<file path="src/rtl/rv32im_csr_access_unit.sv">
// Zicsr sequencer: privilege/read-only check, then read-modify-write against the CSR regfile.
// Latency 1-4 cycles from accept to response; a single request is in flight, req_ready_o only in IDLE.
module rv32im_csr_access_unit #(
    parameter int XLEN      = 32,
    parameter int CSR_WIDTH = 12
) (
    input  logic                 clk_i,
    input  logic                 rst_i,
    input  logic                 req_valid_i,
    output logic                 req_ready_o,
    input  logic [2:0]           funct3_i,
    input  logic [CSR_WIDTH-1:0] csr_addr_i,
    input  logic [4:0]           rs1_idx_i,
    input  logic [XLEN-1:0]      rs1_val_i,
    input  logic [4:0]           rd_idx_i,
    input  logic [1:0]           priviledge_mode_i,
    output logic [CSR_WIDTH-1:0] csr_addr_o,
    output logic                 csr_read_en_o,
    output logic                 csr_write_en_o,
    output logic [XLEN-1:0]      csr_wdata_o,
    input  logic [XLEN-1:0]      csr_rdata_i,
    output logic                 rsp_valid_o,
    input  logic                 rsp_ready_i,
    output logic [XLEN-1:0]      rsp_rdata_o,
    output logic                 rsp_illegal_o
);

    typedef enum logic [2:0] {
        S_IDLE,
        S_READ,
        S_CAPTURE,
        S_WRITE,
        S_RESP
    } state_t;

    state_t                 r_state;
    state_t                 w_next;
    logic [1:0]             r_op;
    logic [CSR_WIDTH-1:0]   r_addr;
    logic [XLEN-1:0]        r_src;
    logic [XLEN-1:0]        r_old;
    logic [XLEN-1:0]        r_new;
    logic                   r_do_read;
    logic                   r_do_write;
    logic                   r_illegal;

    logic                   w_accept;
    logic                   w_is_rw;
    logic                   w_do_read;
    logic                   w_do_write;
    logic                   w_illegal;
    logic [XLEN-1:0]        w_src;
    logic [XLEN-1:0]        w_modified;

    assign w_accept   = (r_state == S_IDLE) && req_valid_i;
    assign w_src      = funct3_i[2] ? {{(XLEN-5){1'b0}}, rs1_idx_i} : rs1_val_i;
    assign w_is_rw    = (funct3_i[1:0] == 2'b01);
    assign w_do_read  = !(w_is_rw && (rd_idx_i == 5'd0));
    assign w_do_write = w_is_rw || (rs1_idx_i != 5'd0);
    // CSR address bits [11:10]==11 mark read-only, [9:8] the lowest privilege allowed
    assign w_illegal  = (funct3_i[1:0] == 2'b00)
                     || (csr_addr_i[9:8] > priviledge_mode_i)
                     || (w_do_write && (csr_addr_i[11:10] == 2'b11));

    always_comb begin
        w_modified = r_src;
        case (r_op)
            2'b10:   w_modified = csr_rdata_i | r_src;
            2'b11:   w_modified = csr_rdata_i & ~r_src;
            default: w_modified = r_src;
        endcase
    end

    always_comb begin
        w_next = r_state;
        case (r_state)
            S_IDLE: begin
                if (req_valid_i) begin
                    if (w_illegal)      w_next = S_RESP;
                    else if (w_do_read) w_next = S_READ;
                    else                w_next = S_WRITE;
                end
            end
            S_READ:    w_next = S_CAPTURE;
            S_CAPTURE: w_next = r_do_write ? S_WRITE : S_RESP;
            S_WRITE:   w_next = S_RESP;
            S_RESP:    if (rsp_ready_i) w_next = S_IDLE;
            default:   w_next = S_IDLE;
        endcase
    end

    always_ff @(posedge clk_i or posedge rst_i) begin
        if (rst_i) begin
            r_state    <= S_IDLE;
            r_op       <= 2'b00;
            r_addr     <= '0;
            r_src      <= '0;
            r_old      <= '0;
            r_new      <= '0;
            r_do_read  <= 1'b0;
            r_do_write <= 1'b0;
            r_illegal  <= 1'b0;
        end else begin
            r_state <= w_next;
            if (w_accept) begin
                r_op       <= funct3_i[1:0];
                r_addr     <= csr_addr_i;
                r_src      <= w_src;
                r_do_read  <= w_do_read;
                r_do_write <= w_do_write;
                r_illegal  <= w_illegal;
                // Cleared so no-read and illegal responses return zero; RW without read writes src
                r_old      <= '0;
                r_new      <= w_src;
            end else if (r_state == S_CAPTURE) begin
                r_old <= csr_rdata_i;
                r_new <= w_modified;
            end
        end
    end

    assign req_ready_o    = (r_state == S_IDLE);
    assign csr_addr_o     = r_addr;
    assign csr_read_en_o  = (r_state == S_READ);
    assign csr_write_en_o = (r_state == S_WRITE);
    assign csr_wdata_o    = r_new;
    assign rsp_valid_o    = (r_state == S_RESP);
    assign rsp_rdata_o    = r_old;
    assign rsp_illegal_o  = (r_state == S_RESP) && r_illegal;

endmodule

</file>
<file path="config.mk">
export PLATFORM = sky130hd
export DESIGN_NAME = rv32im_csr_access_unit
export DESIGN_NICKNAME = d
export VERILOG_FILES = /design/src/rtl/rv32im_csr_access_unit.sv
export SDC_FILE = /design/constraint.sdc
export NUM_CORES = 1
export LEC_CHECK = 0
export BUFFER_PORTS_ARGS = -buffer_cell sky130_fd_sc_hd__buf_2
export CAP_MARGIN = 20
export CORE_MARGIN = 5
export CORE_UTILIZATION = 50
export CTS_CLUSTER_DIAMETER = 100
export DETAILED_ROUTE_END_ITERATION = 10
export MAX_ROUTING_LAYER = met4
export PLACE_DENSITY = 0.84
export SYNTH_ARGS = -nofsm -noshare
export SYNTH_HDL_FRONTEND = slang
export SYNTH_SLANG_ARGS = --single-unit
</file>
<file path="constraint.sdc">
create_clock -name clk_i -period 9.8 [get_ports clk_i]
set_clock_uncertainty 0.15 [all_clocks]
set_input_delay 1.96 -clock clk_i [delete_from_list [all_inputs] [get_ports clk_i]]
set_output_delay 1.96 -clock clk_i [all_outputs]
set_load 0.01 [all_outputs]
</file>
==> flow_summary.toml, run 1 <==
[run_status]
outcome = "finished, final reports clean"

[pwr]
max-vdd-ir-drop_uv = 171.7
p_int_w = 0.001421
clkPwrFrac = 0.270
power.density_mw_per_mm2 = 348.8
p_leak_nw = 3.355
p_comb_frac = 0.379
p_sw_w = 0.0008826
pwr-share-seq = 0.351
sw_frac_of_total = 0.3832

[layout]
mostFrequentLayoutCells = "buf_2, nand2_1, dfrtp_1"
nNetsFinal = 797
antenna_cells = 0
final_cell_count_no_fill = 845
final_common_cell = "buf_2"
drive_gt1_frac = 0.3090
synthToLayoutAreaGrowth_pct = 29.43
finalInstanceArea_mm2 = 0.006603

[synth]
synth_area_mm2 = 0.005101
syn_avg_cell_area_um2 = 9.412
ys_ff_latch = 115
synthCells = 542
ys_warn_count = 0
yosysUniqueCellTypes = 41
synth_nets = 639
ys_seq_area_frac = 0.5641

[timing]
finalCriticalPeriod_ns = 3.651
fin_crit_sh = 0.3726
maxSlewHeadroom = 0.3431
setup-violations-final = 0
worst_slew_pin_slew_ns = 0.9854
fmax_mhz = 273.9
maxSlewViolCount = 0
rsz0062_at_grt = "false"
holdWs_ns = 0.3238
fin_setup_tns_ns = 0
report.final.hold_viol_count = 0

[flow_run]
max_cap_viol_count = 0

[place]
place.gp.congestion = 0.8213
io_buffers = 175
dp_hpwl_um = 9730
placed_area_mm2 = 0.006002
place_inst = 814

[setup_path]
worst-setup-path-type = "flop to output port"
cp.required_ns = 7.69
end_kind = "output port"
path_max_fanout = 10
cp_top_family = "flip-flops"
cp.buffers_inverters = 1
cp-start-kind = "flop"
max_stage_delay_ns = 0.54
r2r_slack_ns = 7.36
worst_ep_arrival_time_ns = 1.54
cp_cell_sequence = "nand2b_1, nor2_1, buf_2"
ff2ff_path_depth = 4
reg2reg_from = "r_state[1]"
crit_path_top_delay_cell = "dfrtp_1"
r2r-end = "csr_wdata_o[21]"

[die]
fp-row-count = 36
die_h_um = 111.0
start_util = 0.5171
die-area_mm2 = 0.01232
die_w_um = 111.0
core_mm2 = 0.009864
io_pins = 176

[global_routing]
grtUsageTotal = 0.2447
grt_max_degree = 63
grt_pass1_vias = 4918
grt_pass1_wl_um = 23850
grt_overflow = 0
antenna_found_initial = 0

[detailed_routing]
via_per_inst = 5.689
dr.pass1.iters = 5
drtAntennaViolNets = 0
vias = 4807
drt_iter0_markers = 334
avgRoutedWirePerCell_um = 17.20
wl_um = 14540
drc_errors = 0

[clocking]
cts.reportedPaths.clkPinSlew_ns = 0.06
clock_latency_ns = 0.52
ctsHoldBuffers = 0
cts_sinks = 115
tritoncts = "built"
cts_root_buf = "clkbuf_8"
cts_buffers = 17
cts_max_level = 4
cts_buffer_depth = 2
cts_setup_buffers = 0
cts_resized = 0

[worst_hold_path]
hold_path_depth = 2
hp-start = "csr_addr_o[9]"
min_path_type = "flop to flop"
holdPathEnd = "csr_addr_o[9]"
==> worst min-delay path, delay by kind of cell (launching register included) <==
family	cells	cell delay, ns
flip-flops	1	0.34
AND/OR/NAND/NOR	2	0.11
==> power groups by stage <==
stage                     sequential [W]  clock [W]  combinational [W]
after floorplan                 0.000851          0           0.000522
after global routing            0.000833   0.000651           0.000967
after detailed placement        0.000811          0           0.000872
after CTS                       0.000807   0.000630           0.000878
final                           0.000809   0.000621           0.000873
after global placement          0.000798          0           0.000834
==> Yosys cell counts, drive strengths merged <==
cell type  instances  area share
nand2            152        0.11
dfrtp            115        0.56
a21oi             82       0.080
o21ai             30       0.029
clkbuf            26       0.019
a211oi            22       0.032
a22o              21       0.036
buf               16       0.023
nor2              13       0.013
nand3              7      0.0069
inv                6      0.0044
nand4b             6       0.010
a22oi              5      0.0074
mux2i              5      0.0098
nor3               5      0.0049
o21a               4      0.0059
a21o               3      0.0044
a31oi              3      0.0037
and2               2      0.0025
ha                 2      0.0049
nand3b             2      0.0029
nor2b              2      0.0025
a211o              1      0.0017
a222oi             1      0.0020
and3               1      0.0012
mux2               1      0.0022
nand2b             1      0.0012
nand4              1      0.0012
nor4b              1      0.0017
o22ai              1      0.0012
o311ai             1      0.0017
or2                1      0.0012
or3b               1      0.0017
or4                1      0.0015
or4b               1      0.0020
==> layer usage <==
metal  routed length (µm)  up-vias  share of wire  track usage
met5                    0        -              0            -
met4                  286        0          0.020       0.1043
met3                 1012       26          0.070      0.06004
met2                 7176      217           0.49       0.3859
met1                 6062     2366           0.42       0.3021
li1                     -     2198              -            -
==> cells by family (layout without fill, tap and decap cells) <==
group	Yosys count	count (layout)	share of synthesized area
and+or+nand+nor	197	197	0.1663
muxes	6	6	0.01202
buffers and inverters	48	218	0.04635
adders and majority gates	2	2	0.004905
AOI/OAI and AO/OA	174	174	0.2063
DFF	115	115	0.5641
==> per-stage QoR <==
step | util | total power (W) | setup slack (ns)
after floorplan | - | 0.001373 | 4.646
after global placement | 0.6084 | 0.001632 | 5.985
after detailed placement | 0.6084 | 0.001683 | 5.917
after CTS | 0.6693 | 0.002315 | 6.121
after global routing | 0.6693 | 0.002452 | 5.989
final | 0.6693 | 0.002303 | 6.149
==> registers in the layout, summed over array words and instances, names as in the netlist <==
signal       count
r_src           32
rsp_rdata_o     32
r_op             2
r_state          3
r_illegal        1
r_do_write       1
csr_wdata_o     32
csr_addr_o      12
==> cell type report <==
class	count	area, µm²
fill	787	3262
clock buffer	22	473.0
clock inverter	9	127.6
timing repair buffer	181	920.9
tap	133	166.4
multi-input combinational	379	2012
sequential	115	2878
inverter	6	25.02
==> worst max path at each step <==
| stage | start | depth (start not counted) | end | slack (ns) |
|---|---|---|---|---|
| finish | r_state[1] | 3 | csr_write_en_o | 6.15 |
| global route | r_state[0] | 3 | csr_read_en_o | 5.99 |
| CTS | r_state[1] | 3 | csr_write_en_o | 6.12 |
| detailed placement | req_valid_i | 5 | csr_wdata_o[22] | 5.92 |
| global placement | req_valid_i | 5 | csr_wdata_o[22] | 5.98 |
| floorplan | rst_i | 1 | csr_addr_o[0] | 4.65 |
Note: power is estimated with default switching activity, not from simulation.
==> run 2, diff against run 1 <==
CORE_UTILIZATION = 45   (was 50)
PLACE_DENSITY = 0.8   (was 0.84)
clock period = 3.05 ns   (was 9.8 ns; I/O delays follow)
==> run 2 against run 1 <==
  * Die area increased by 10%
  * Setup slack got worse by 5.5 ns
  * Final cell count increased by 1.3%
  * Combinational power increased to 3.2 times the previous value
  * Highest routed layer unchanged
  * Design area increased by 0.93%
  * First-iteration DRC count decreased by 2.7%
  * Sequential power increased to 3.2 times the previous value
  * Global-route usage decreased by 1.4 points
==> flow_summary.toml, run 2 (synthesis gave the netlist of run 1 again) <==
[layout]
mostFrequentLayoutCells = "buf_2, nand2_1, dfrtp_1"
fill_cells = 921
final_cell_count_no_fill = 856
nNetsFinal = 802
finalInstanceArea_mm2 = 0.006664
synthToLayoutAreaGrowth_pct = 30.64
antenna_cells = 0
drive_gt1_frac = 0.3101
final_common_cell = "buf_2"

[detailed_routing]
drt_iter0_markers = 325
vias = 4656
drtAntennaViolNets = 0
via_per_inst = 5.439
avgRoutedWirePerCell_um = 16.77
wl_um = 14350
dr.pass1.iters = 5
drc_errors = 0

[setup_path]
worst_ep_arrival_time_ns = 2.55
cp_cell_sequence = "or4b_2, nor2_8, buf_4, a21oi_1, o21ai_0"
cp-start-kind = "flop"
path_max_fanout = 25
cp.buffers_inverters = 1
cp_top_family = "simple AND/OR/NAND/NOR gates"
cp.required_ns = 3.22
crit_path_top_delay_cell = "or4b_2"
worst-setup-path-type = "flop to flop"
end_kind = "flop"
max_stage_delay_ns = 0.95

[flow_run]
max_cap_viol_count = 0

[pwr]
p_sw_w = 0.002759
power.density_mw_per_mm2 = 1106
p_comb_frac = 0.382
sw_frac_of_total = 0.3745
p_int_w = 0.004609
p_total_w = 0.007368
max-vdd-ir-drop_uv = 513.4
p_leak_nw = 3.387
pwr-share-seq = 0.353
clkPwrFrac = 0.265

[global_routing]
grt_pass1_vias = 4774
antenna_found_initial = 0
grt_pass1_wl_um = 23690
grt_overflow = 0
grt_max_degree = 116
grtUsageTotal = 0.2311

[timing]
setup-violations-final = 0
maxSlewViolCount = 0
fin_crit_sh = 0.7827
holdWs_ns = 0.2383
finalCriticalPeriod_ns = 2.387
rsz0062_at_grt = "false"
fmax_mhz = 418.9
report.final.hold_viol_count = 0
fin_setup_tns_ns = 0
maxSlewHeadroom = 0.3570
worst_slew_pin_slew_ns = 0.9645

[place]
placed_area_mm2 = 0.006075
place_inst = 826
io_buffers = 175
place.gp.congestion = 0.8280
dp_hpwl_um = 9862

[clocking]
cts_buffers = 17
cts.reportedPaths.clkPinSlew_ns = 0.05
cts_buffer_depth = 2
tritoncts = "built"
cts_root_buf = "clkbuf_16"
cts_resized = 0
clock_latency_ns = 0.40
cts_max_level = 4
cts_setup_buffers = 0
cts_sinks = 115
ctsHoldBuffers = 0

[die]
start_util = 0.4645
die_w_um = 116.5
io_pins = 176
die_h_um = 116.5
core_mm2 = 0.01098
die-area_mm2 = 0.01357
fp-row-count = 38

[worst_hold_path]
min_path_type = "input port to async pin"

[run_status]
outcome = "finished, final reports clean"
run 2: worst paths after layout:
path                                     start         endpoint  slack, ns  depth (start not counted)
worst max-delay path                r_state[1]  csr_wdata_o[22]       0.66                          5
worst min-delay path                     rst_i  rsp_rdata_o[19]       0.24                          3
worst max register to register      r_state[1]  csr_wdata_o[22]       0.66                          5
worst min register to register  csr_addr_o[10]   csr_addr_o[10]       0.33                          2
max in group asynchronous                rst_i    csr_addr_o[5]       2.06                          3
min in group clk_i               csr_addr_i[4]    csr_addr_o[4]       0.25                          3
run 2: cell type report:
class                   count  area, µm²  share of cell area
flip-flops and latches    115       2878              0.4318
multi-input cells         379       2012              0.3019
repair buffers            186      983.4              0.1476
clock buffers              26      519.2             0.07792
well taps                 140      175.2             0.02629
clock inverters             4      70.07             0.01051
inverters                   6      26.28            0.003943
run 2: metal layers:
metal / vias to the layer above / routed length, µm / part of all wire / GRT usage
li1: 2213 / - / - / -
met1: 2230 / 6102 / 0.43 / 0.2981
met2: 195 / 6941 / 0.48 / 0.3577
met3: 18 / 1133 / 0.079 / 0.05803
met4: 0 / 174 / 0.012 / 0.07889
met5: - / 0 / 0 / -
run 2: tightest hold or removal path: cells and delay by family:
kind / cells / cell delay (ns)
buffers and inverters: 3 / 0.63
run 2: per-stage QoR:
stage / setup WS, ns / util
2_1_floorplan: 0.8906 / -
3_3_place_gp: 0.5347 / 0.5531
3_5_place_dp: 0.4875 / 0.5531
4_1_cts: 0.6648 / 0.6067
5_1_grt: 0.5178 / 0.6067
6_report: 0.6627 / 0.6067
run 2: power groups by stage:
stage	registers [W]	clock network, W	logic (W)
floorplan	0.00273	0	0.00168
global placement	0.00258	0	0.00275
detailed placement	0.00261	0	0.00283
CTS	0.00260	0.00199	0.00285
global route	0.00269	0.00208	0.00315
finish	0.00260	0.00195	0.00281
